`src/rtl/mem_port_arbiter_if.sv`:
```
// Requester, memory-controller and status signals of the shared RAM port arbiter.
// The slave view belongs to the arbiter; the master view belongs to its surroundings.
interface mem_port_arbiter_if #(
   parameter int unsigned XLEN = 32
);
   localparam int unsigned SIZE_W = 2;

   logic [XLEN-1:0]   i_addr;
   logic              i_read;
   logic [XLEN-1:0]   i_rdata;
   logic              i_ready;

   logic [XLEN-1:0]   d_addr;
   logic              d_read;
   logic              d_write;
   logic [XLEN-1:0]   d_wdata;
   logic [SIZE_W-1:0] d_byte_size;
   logic [XLEN-1:0]   d_rdata;
   logic              d_ready;

   logic [XLEN-1:0]   mem_io_addr;
   logic [XLEN-1:0]   mem_io_wdata;
   logic              mem_io_read;
   logic              mem_io_write;
   logic [SIZE_W-1:0] io_byte_size;
   logic [XLEN-1:0]   mem_io_rdata;
   logic              mem_io_ready;

   logic              busy;
   logic              timeout_err;

   modport slave (
      input  i_addr, i_read, d_addr, d_read, d_write, d_wdata, d_byte_size,
      input  mem_io_rdata, mem_io_ready,
      output i_rdata, i_ready, d_rdata, d_ready,
      output mem_io_addr, mem_io_wdata, mem_io_read, mem_io_write, io_byte_size,
      output busy, timeout_err
   );

   modport master (
      output i_addr, i_read, d_addr, d_read, d_write, d_wdata, d_byte_size,
      output mem_io_rdata, mem_io_ready,
      input  i_rdata, i_ready, d_rdata, d_ready,
      input  mem_io_addr, mem_io_wdata, mem_io_read, mem_io_write, io_byte_size,
      input  busy, timeout_err
   );
endinterface

```
`src/rtl/mem_port_arbiter.sv`:
```
// Round-robin arbiter sharing one RAM controller port between instruction fetch
// and load/store, with registered memory-side signals and a BUSY watchdog.
module mem_port_arbiter #(
   parameter int unsigned XLEN           = 32,
   parameter int unsigned TIMEOUT_CYCLES = 255
) (
   input logic               ramclk,
   input logic               rst,
   mem_port_arbiter_if.slave bus
);

   localparam int unsigned WDT_W  = 8;
   localparam int unsigned SIZE_W = 2;
   localparam bit          WDT_EN = (TIMEOUT_CYCLES != 0);
   // Count of already completed BUSY cycles at which the current one is the last allowed.
   localparam logic [WDT_W-1:0] WDT_LAST = WDT_W'(TIMEOUT_CYCLES - 1);

   typedef enum logic [1:0] {ST_IDLE, ST_BUSY, ST_DONE} state_t;
   typedef enum logic [1:0] {OWN_NONE, OWN_FETCH, OWN_DATA} owner_t;
   typedef enum logic {GR_FETCH, GR_DATA} grant_t;

   state_t            state_q, state_d;
   owner_t            owner_q, owner_d;
   grant_t            last_q, last_d;
   logic [WDT_W-1:0]  wdt_q, wdt_d;
   logic [XLEN-1:0]   mem_addr_q, mem_addr_d;
   logic [XLEN-1:0]   mem_wdata_q, mem_wdata_d;
   logic              mem_read_q, mem_read_d;
   logic              mem_write_q, mem_write_d;
   logic [SIZE_W-1:0] size_q, size_d;
   logic [XLEN-1:0]   i_rdata_q, i_rdata_d;
   logic              i_ready_q, i_ready_d;
   logic [XLEN-1:0]   d_rdata_q, d_rdata_d;
   logic              d_ready_q, d_ready_d;
   logic              busy_q, busy_d;
   logic              terr_q, terr_d;

   logic req_fetch_c, req_data_c, grant_c, pick_data_c, wdt_expire_c;

   assign req_fetch_c  = bus.i_read;
   assign req_data_c   = bus.d_read | bus.d_write;
   // A ready still high from the previous transaction blocks arbitration.
   assign grant_c      = (state_q == ST_IDLE) && !bus.mem_io_ready && (req_fetch_c || req_data_c);
   assign pick_data_c  = req_data_c && (!req_fetch_c || (last_q == GR_FETCH));
   assign wdt_expire_c = WDT_EN && (wdt_q == WDT_LAST);

   // State and output registers
   always_ff @(posedge ramclk) begin
      if (rst) begin
         state_q     <= ST_IDLE;
         owner_q     <= OWN_NONE;
         last_q      <= GR_FETCH;
         wdt_q       <= '0;
         mem_addr_q  <= '0;
         mem_wdata_q <= '0;
         mem_read_q  <= 1'b0;
         mem_write_q <= 1'b0;
         size_q      <= '0;
         i_rdata_q   <= '0;
         i_ready_q   <= 1'b0;
         d_rdata_q   <= '0;
         d_ready_q   <= 1'b0;
         busy_q      <= 1'b0;
         terr_q      <= 1'b0;
      end else begin
         state_q     <= state_d;
         owner_q     <= owner_d;
         last_q      <= last_d;
         wdt_q       <= wdt_d;
         mem_addr_q  <= mem_addr_d;
         mem_wdata_q <= mem_wdata_d;
         mem_read_q  <= mem_read_d;
         mem_write_q <= mem_write_d;
         size_q      <= size_d;
         i_rdata_q   <= i_rdata_d;
         i_ready_q   <= i_ready_d;
         d_rdata_q   <= d_rdata_d;
         d_ready_q   <= d_ready_d;
         busy_q      <= busy_d;
         terr_q      <= terr_d;
      end
   end

   // Next-state logic
   always_comb begin
      state_d = state_q;
      case (state_q)
         ST_IDLE: if (grant_c) state_d = ST_BUSY;
         ST_BUSY: if (bus.mem_io_ready || wdt_expire_c) state_d = ST_DONE;
         ST_DONE: state_d = ST_IDLE;
         default: state_d = ST_IDLE;
      endcase
   end

   // Next values of the registered outputs and bookkeeping
   always_comb begin
      owner_d     = owner_q;
      last_d      = last_q;
      wdt_d       = wdt_q;
      mem_addr_d  = mem_addr_q;
      mem_wdata_d = mem_wdata_q;
      mem_read_d  = mem_read_q;
      mem_write_d = mem_write_q;
      size_d      = size_q;
      i_rdata_d   = i_rdata_q;
      i_ready_d   = i_ready_q;
      d_rdata_d   = d_rdata_q;
      d_ready_d   = d_ready_q;
      terr_d      = terr_q;
      busy_d      = (state_d != ST_IDLE);

      case (state_q)
         ST_IDLE: begin
            if (grant_c) begin
               wdt_d = '0;
               if (pick_data_c) begin
                  owner_d     = OWN_DATA;
                  last_d      = GR_DATA;
                  mem_addr_d  = bus.d_addr;
                  mem_wdata_d = bus.d_wdata;
                  size_d      = bus.d_byte_size;
                  mem_write_d = bus.d_write;
                  mem_read_d  = bus.d_read && !bus.d_write;
               end else begin
                  owner_d     = OWN_FETCH;
                  last_d      = GR_FETCH;
                  mem_addr_d  = bus.i_addr;
                  size_d      = '0;
                  mem_write_d = 1'b0;
                  mem_read_d  = 1'b1;
               end
            end
         end
         ST_BUSY: begin
            if (bus.mem_io_ready || wdt_expire_c) begin
               mem_read_d  = 1'b0;
               mem_write_d = 1'b0;
               terr_d      = !bus.mem_io_ready;
               if (owner_q == OWN_DATA) begin
                  d_ready_d = 1'b1;
                  d_rdata_d = bus.mem_io_ready ? bus.mem_io_rdata : '0;
               end else begin
                  i_ready_d = 1'b1;
                  i_rdata_d = bus.mem_io_ready ? bus.mem_io_rdata : '0;
               end
            end else begin
               wdt_d = wdt_q + WDT_W'(1);
            end
         end
         ST_DONE: begin
            i_ready_d = 1'b0;
            d_ready_d = 1'b0;
            terr_d    = 1'b0;
            owner_d   = OWN_NONE;
         end
         default: ;
      endcase
   end

   assign bus.mem_io_addr  = mem_addr_q;
   assign bus.mem_io_wdata = mem_wdata_q;
   assign bus.mem_io_read  = mem_read_q;
   assign bus.mem_io_write = mem_write_q;
   assign bus.io_byte_size = size_q;
   assign bus.i_rdata      = i_rdata_q;
   assign bus.i_ready      = i_ready_q;
   assign bus.d_rdata      = d_rdata_q;
   assign bus.d_ready      = d_ready_q;
   assign bus.busy         = busy_q;
   assign bus.timeout_err  = terr_q;

endmodule

```
`src/flat_wrapper.sv`:
```
// flat-port wrapper written by rule: the top's interface ports become plain ports
module mem_port_arbiter_flat 
#(
   parameter int unsigned XLEN           = 32,
   parameter int unsigned TIMEOUT_CYCLES = 255
)
  (ramclk, rst, bus_i_addr, bus_i_read, bus_d_addr, bus_d_read, bus_d_write, bus_d_wdata, bus_d_byte_size, bus_mem_io_rdata, bus_mem_io_ready, bus_i_rdata, bus_i_ready, bus_d_rdata, bus_d_ready, bus_mem_io_addr, bus_mem_io_wdata, bus_mem_io_read, bus_mem_io_write, bus_io_byte_size, bus_busy, bus_timeout_err);
  mem_port_arbiter_if #(.XLEN(XLEN)) bus_i ();
  input logic ramclk;
  input logic rst;
  input wire logic [$bits(bus_i.i_addr)-1:0] bus_i_addr;
  input wire logic [$bits(bus_i.i_read)-1:0] bus_i_read;
  input wire logic [$bits(bus_i.d_addr)-1:0] bus_d_addr;
  input wire logic [$bits(bus_i.d_read)-1:0] bus_d_read;
  input wire logic [$bits(bus_i.d_write)-1:0] bus_d_write;
  input wire logic [$bits(bus_i.d_wdata)-1:0] bus_d_wdata;
  input wire logic [$bits(bus_i.d_byte_size)-1:0] bus_d_byte_size;
  input wire logic [$bits(bus_i.mem_io_rdata)-1:0] bus_mem_io_rdata;
  input wire logic [$bits(bus_i.mem_io_ready)-1:0] bus_mem_io_ready;
  output wire logic [$bits(bus_i.i_rdata)-1:0] bus_i_rdata;
  output wire logic [$bits(bus_i.i_ready)-1:0] bus_i_ready;
  output wire logic [$bits(bus_i.d_rdata)-1:0] bus_d_rdata;
  output wire logic [$bits(bus_i.d_ready)-1:0] bus_d_ready;
  output wire logic [$bits(bus_i.mem_io_addr)-1:0] bus_mem_io_addr;
  output wire logic [$bits(bus_i.mem_io_wdata)-1:0] bus_mem_io_wdata;
  output wire logic [$bits(bus_i.mem_io_read)-1:0] bus_mem_io_read;
  output wire logic [$bits(bus_i.mem_io_write)-1:0] bus_mem_io_write;
  output wire logic [$bits(bus_i.io_byte_size)-1:0] bus_io_byte_size;
  output wire logic [$bits(bus_i.busy)-1:0] bus_busy;
  output wire logic [$bits(bus_i.timeout_err)-1:0] bus_timeout_err;
  assign bus_i.i_addr = bus_i_addr;
  assign bus_i.i_read = bus_i_read;
  assign bus_i.d_addr = bus_d_addr;
  assign bus_i.d_read = bus_d_read;
  assign bus_i.d_write = bus_d_write;
  assign bus_i.d_wdata = bus_d_wdata;
  assign bus_i.d_byte_size = bus_d_byte_size;
  assign bus_i.mem_io_rdata = bus_mem_io_rdata;
  assign bus_i.mem_io_ready = bus_mem_io_ready;
  assign bus_i_rdata = bus_i.i_rdata;
  assign bus_i_ready = bus_i.i_ready;
  assign bus_d_rdata = bus_i.d_rdata;
  assign bus_d_ready = bus_i.d_ready;
  assign bus_mem_io_addr = bus_i.mem_io_addr;
  assign bus_mem_io_wdata = bus_i.mem_io_wdata;
  assign bus_mem_io_read = bus_i.mem_io_read;
  assign bus_mem_io_write = bus_i.mem_io_write;
  assign bus_io_byte_size = bus_i.io_byte_size;
  assign bus_busy = bus_i.busy;
  assign bus_timeout_err = bus_i.timeout_err;
  mem_port_arbiter #(.XLEN(XLEN), .TIMEOUT_CYCLES(TIMEOUT_CYCLES)) u_core (.ramclk(ramclk), .rst(rst), .bus(bus_i));
endmodule
```
`config.mk`:
```
export PLATFORM = sky130hd
export DESIGN_NAME = mem_port_arbiter_flat
export DESIGN_NICKNAME = d
export VERILOG_FILES = /design/src/rtl/mem_port_arbiter_if.sv /design/src/rtl/mem_port_arbiter.sv /design/src/flat_wrapper.sv
export SDC_FILE = /design/constraint.sdc
export NUM_CORES = 1
export LEC_CHECK = 0
export ABC_AREA = 1
export CAP_MARGIN = 10
export CORE_MARGIN = 2
export CORE_UTILIZATION = 45
export DETAILED_ROUTE_END_ITERATION = 8
export PLACE_DENSITY = 0.85
export SETUP_SLACK_MARGIN = 0.1
export SYNTH_ARGS = -nofsm -noshare
export SYNTH_HDL_FRONTEND = slang
export SYNTH_SLANG_ARGS = --single-unit
```
`constraint.sdc`:
```
create_clock -name ramclk -period 4.5 [get_ports ramclk]
set_clock_uncertainty 0.1 [all_clocks]
set_input_delay 1.35 -clock ramclk [delete_from_list [all_inputs] [get_ports ramclk]]
set_output_delay 1.35 -clock ramclk [all_outputs]
set_load 0.005 [all_outputs]
```
==> out/metrics.csv <==
metric,value,unit
power_density,379.2,nW/µm²
ys_warn_count,0,
r2r_slack,2.31,ns
final_cells,1288,
start_util,46.20,%
synth_fa_ha_area_share,1.022,%
cp_top_family,buffers and inverters,
cap_violations,0,
synthDistinctLibCells,27,
final_cell_mix,"clkdlybuf4s50_1, nand2_1, dfxtp_1, nor2_1",
grt_overflow,0,
drt-total-wl,18840,µm
syn-num-nets,995,
fin_nets,1240,
synth_top_area_share,48.75,%
postSynthCellCount,854,
dpl.hpwl,12610,µm
die_y,120.6,µm
hold_viol_final,0,
leakagePower,3.794,nW
io_pins,272,
grt.total_usage,25.24,%
period_share,62.24,%
area_growth,53.44,%
slew_headroom,34.62,%
drive_gt1_share,5.306,%
vias,6542,
clock-sinks,149,
critPathBufInv,1,
drc_errors,0,
final_common_cell,clkdlybuf4s50_1,
cts-buffers-inserted,17,
synth_mux_area_share,0,%
clk_transition_reported_paths,0.06,ns
ctsResizeCount,0,
cts_tree,done,
cp_data_required_time,3.05,ns
grt_pass1_wl,29210,µm
drt_pass1_iterations,5,
cts_max_level,4,
synth-compound-area-share,12.27,%
worst_pin_slew,0.9807,ns
finalMaxSlewViolations,0,
ys_ff_latch,149,
end_kind,primary output,
grt_pass1_vias,5988,
n_antenna_cell,0,
synth_top_cell_by_area,dfxtp_1,
ant_nets,0,
arrival,1.35,ns
placed_area,8808,µm²
viasPerCell,5.079,
utilization,70.89,%
core_area,13240,µm²
synth_area_per_cell,7.164,µm²
drtIter0Drc,539,
finalInstanceArea,9388,µm²
status,"complete, no violations",
synthTopCellsByArea,"dfxtp_1, nand2_1, nor2_1",
synth_top_family_by_area,simple AND/OR/NAND/NOR gates,
setup_violations,0,
rows,42,
synth_xor_area_share,0,%
period_minus_slack,2.801,ns
rsz0062_at_grt,false,
clockBufferDepth,2,
synth-simple-area-share,28.81,%
insertion_delay,0.42,ns
slowest_delay,0.56,ns
cts_setup_buffers,0,
cpMaxStageDelayCell,clkdlybuf4s50_1,
port_buffers,271,
antenna_found_initial,0,
die_w,120.6,µm
critPathLaunchType,flop,
synth_area,6118,µm²
cts-root-buf,clkbuf_16,
max_freq,357.1,MHz
critPathKind,flop to primary output,
hold_buffers,0,
dieArea,14550,µm²
fin_tns_setup,0,ns
dp_cells,1256,
crit_chain,clkdlybuf4s50_1,
hp-class,flop to flop,
routed_wire_length_per_instance,14.62,µm
gp_congestion,0.8659,
worstPathMaxFanout,2,
grt_max_degree,69,
yosysSeqAreaShare,48.75,%
ir_worst_vdd,0.2569,mV
[layout make-up]
class | count | area, µm²
fillers | 1044 | 3855
well taps | 176 | 220.2
clock buffers | 22 | 484.2
flip-flops and latches | 149 | 2983
clock inverters | 10 | 95.09
repair buffers | 280 | 2775
inverters | 65 | 251.5
multi-input cells | 586 | 2579
[logic make-up (layout without fill, tap and decap cells)]
kind of cell,after synthesis,count (layout)
fa+ha+maj,5,5
buf+inv,119,377
simple gates,433,433
flops,149,149
compound gates,148,148
[per-layer routing]
| metal | vias to the layer above | track usage [%] | part of all wire (%) |
|---|---|---|---|
| met3 | 46 | 7.547 | 7.5 |
| met5 | - | 0 | 0 |
| met1 | 3046 | 29.27 | 40 |
| met4 | 0 | 11.34 | 3.3 |
| met2 | 246 | 42.87 | 49 |
| li1 | 3204 | - | - |
[cells in the mapped netlist (all sizes together)]
master / number
o21ai: 78
nand2: 201
nor3: 63
nand4: 1
nor2: 151
inv: 64
a31oi: 1
a21oi: 67
nor3b: 1
ha: 5
clkinv: 1
clkbuf: 23
o211ai: 2
buf: 31
nand3: 16
dfxtp: 149
[registers in the layout, summed over array words and instances, names as in the netlist, 2 cells and up]
name and flops:
u_core.bus.d_rdata 32, u_core.state_q 2, u_core.bus.io_byte_size 2, u_core.owner_q 2
u_core.bus.i_rdata 32, u_core.bus.mem_io_wdata 32, u_core.wdt_q 8, u_core.bus.mem_io_addr 32
[where the power goes]
| group | switching (W) | internal (W) | leakage, nW |
|---|---|---|---|
| registers | 0.0000566 | 0.00142 | 1.22 |
| logic | 0.000329 | 0.000364 | 2.29 |
| clock network | 0.000564 | 0.000822 | 0.283 |
[final timing paths]
kind                         startpoint                          to  cells after the start
max             u_core.bus.mem_io_write            bus_mem_io_write                      1
min          u_core.bus.mem_io_wdata[0]  u_core.bus.mem_io_wdata[0]                      2
max reg2reg           u_core.state_q[1]      u_core.bus.i_rdata[22]                      9
min reg2reg  u_core.bus.mem_io_wdata[0]  u_core.bus.mem_io_wdata[0]                      2
[stage by stage]
step	hold slack [ns]	setup slack (ns)	total power, W
after floorplan	0.3404	2.082	0.001824
after global placement	0.3512	1.345	0.002182
after detailed placement	0.3543	1.317	0.002194
after CTS	0.3640	1.694	0.003574
after global routing	0.3799	1.549	0.003704
final	0.3629	1.699	0.003560
No activity file was read; power rests on OpenSTA's default activity.
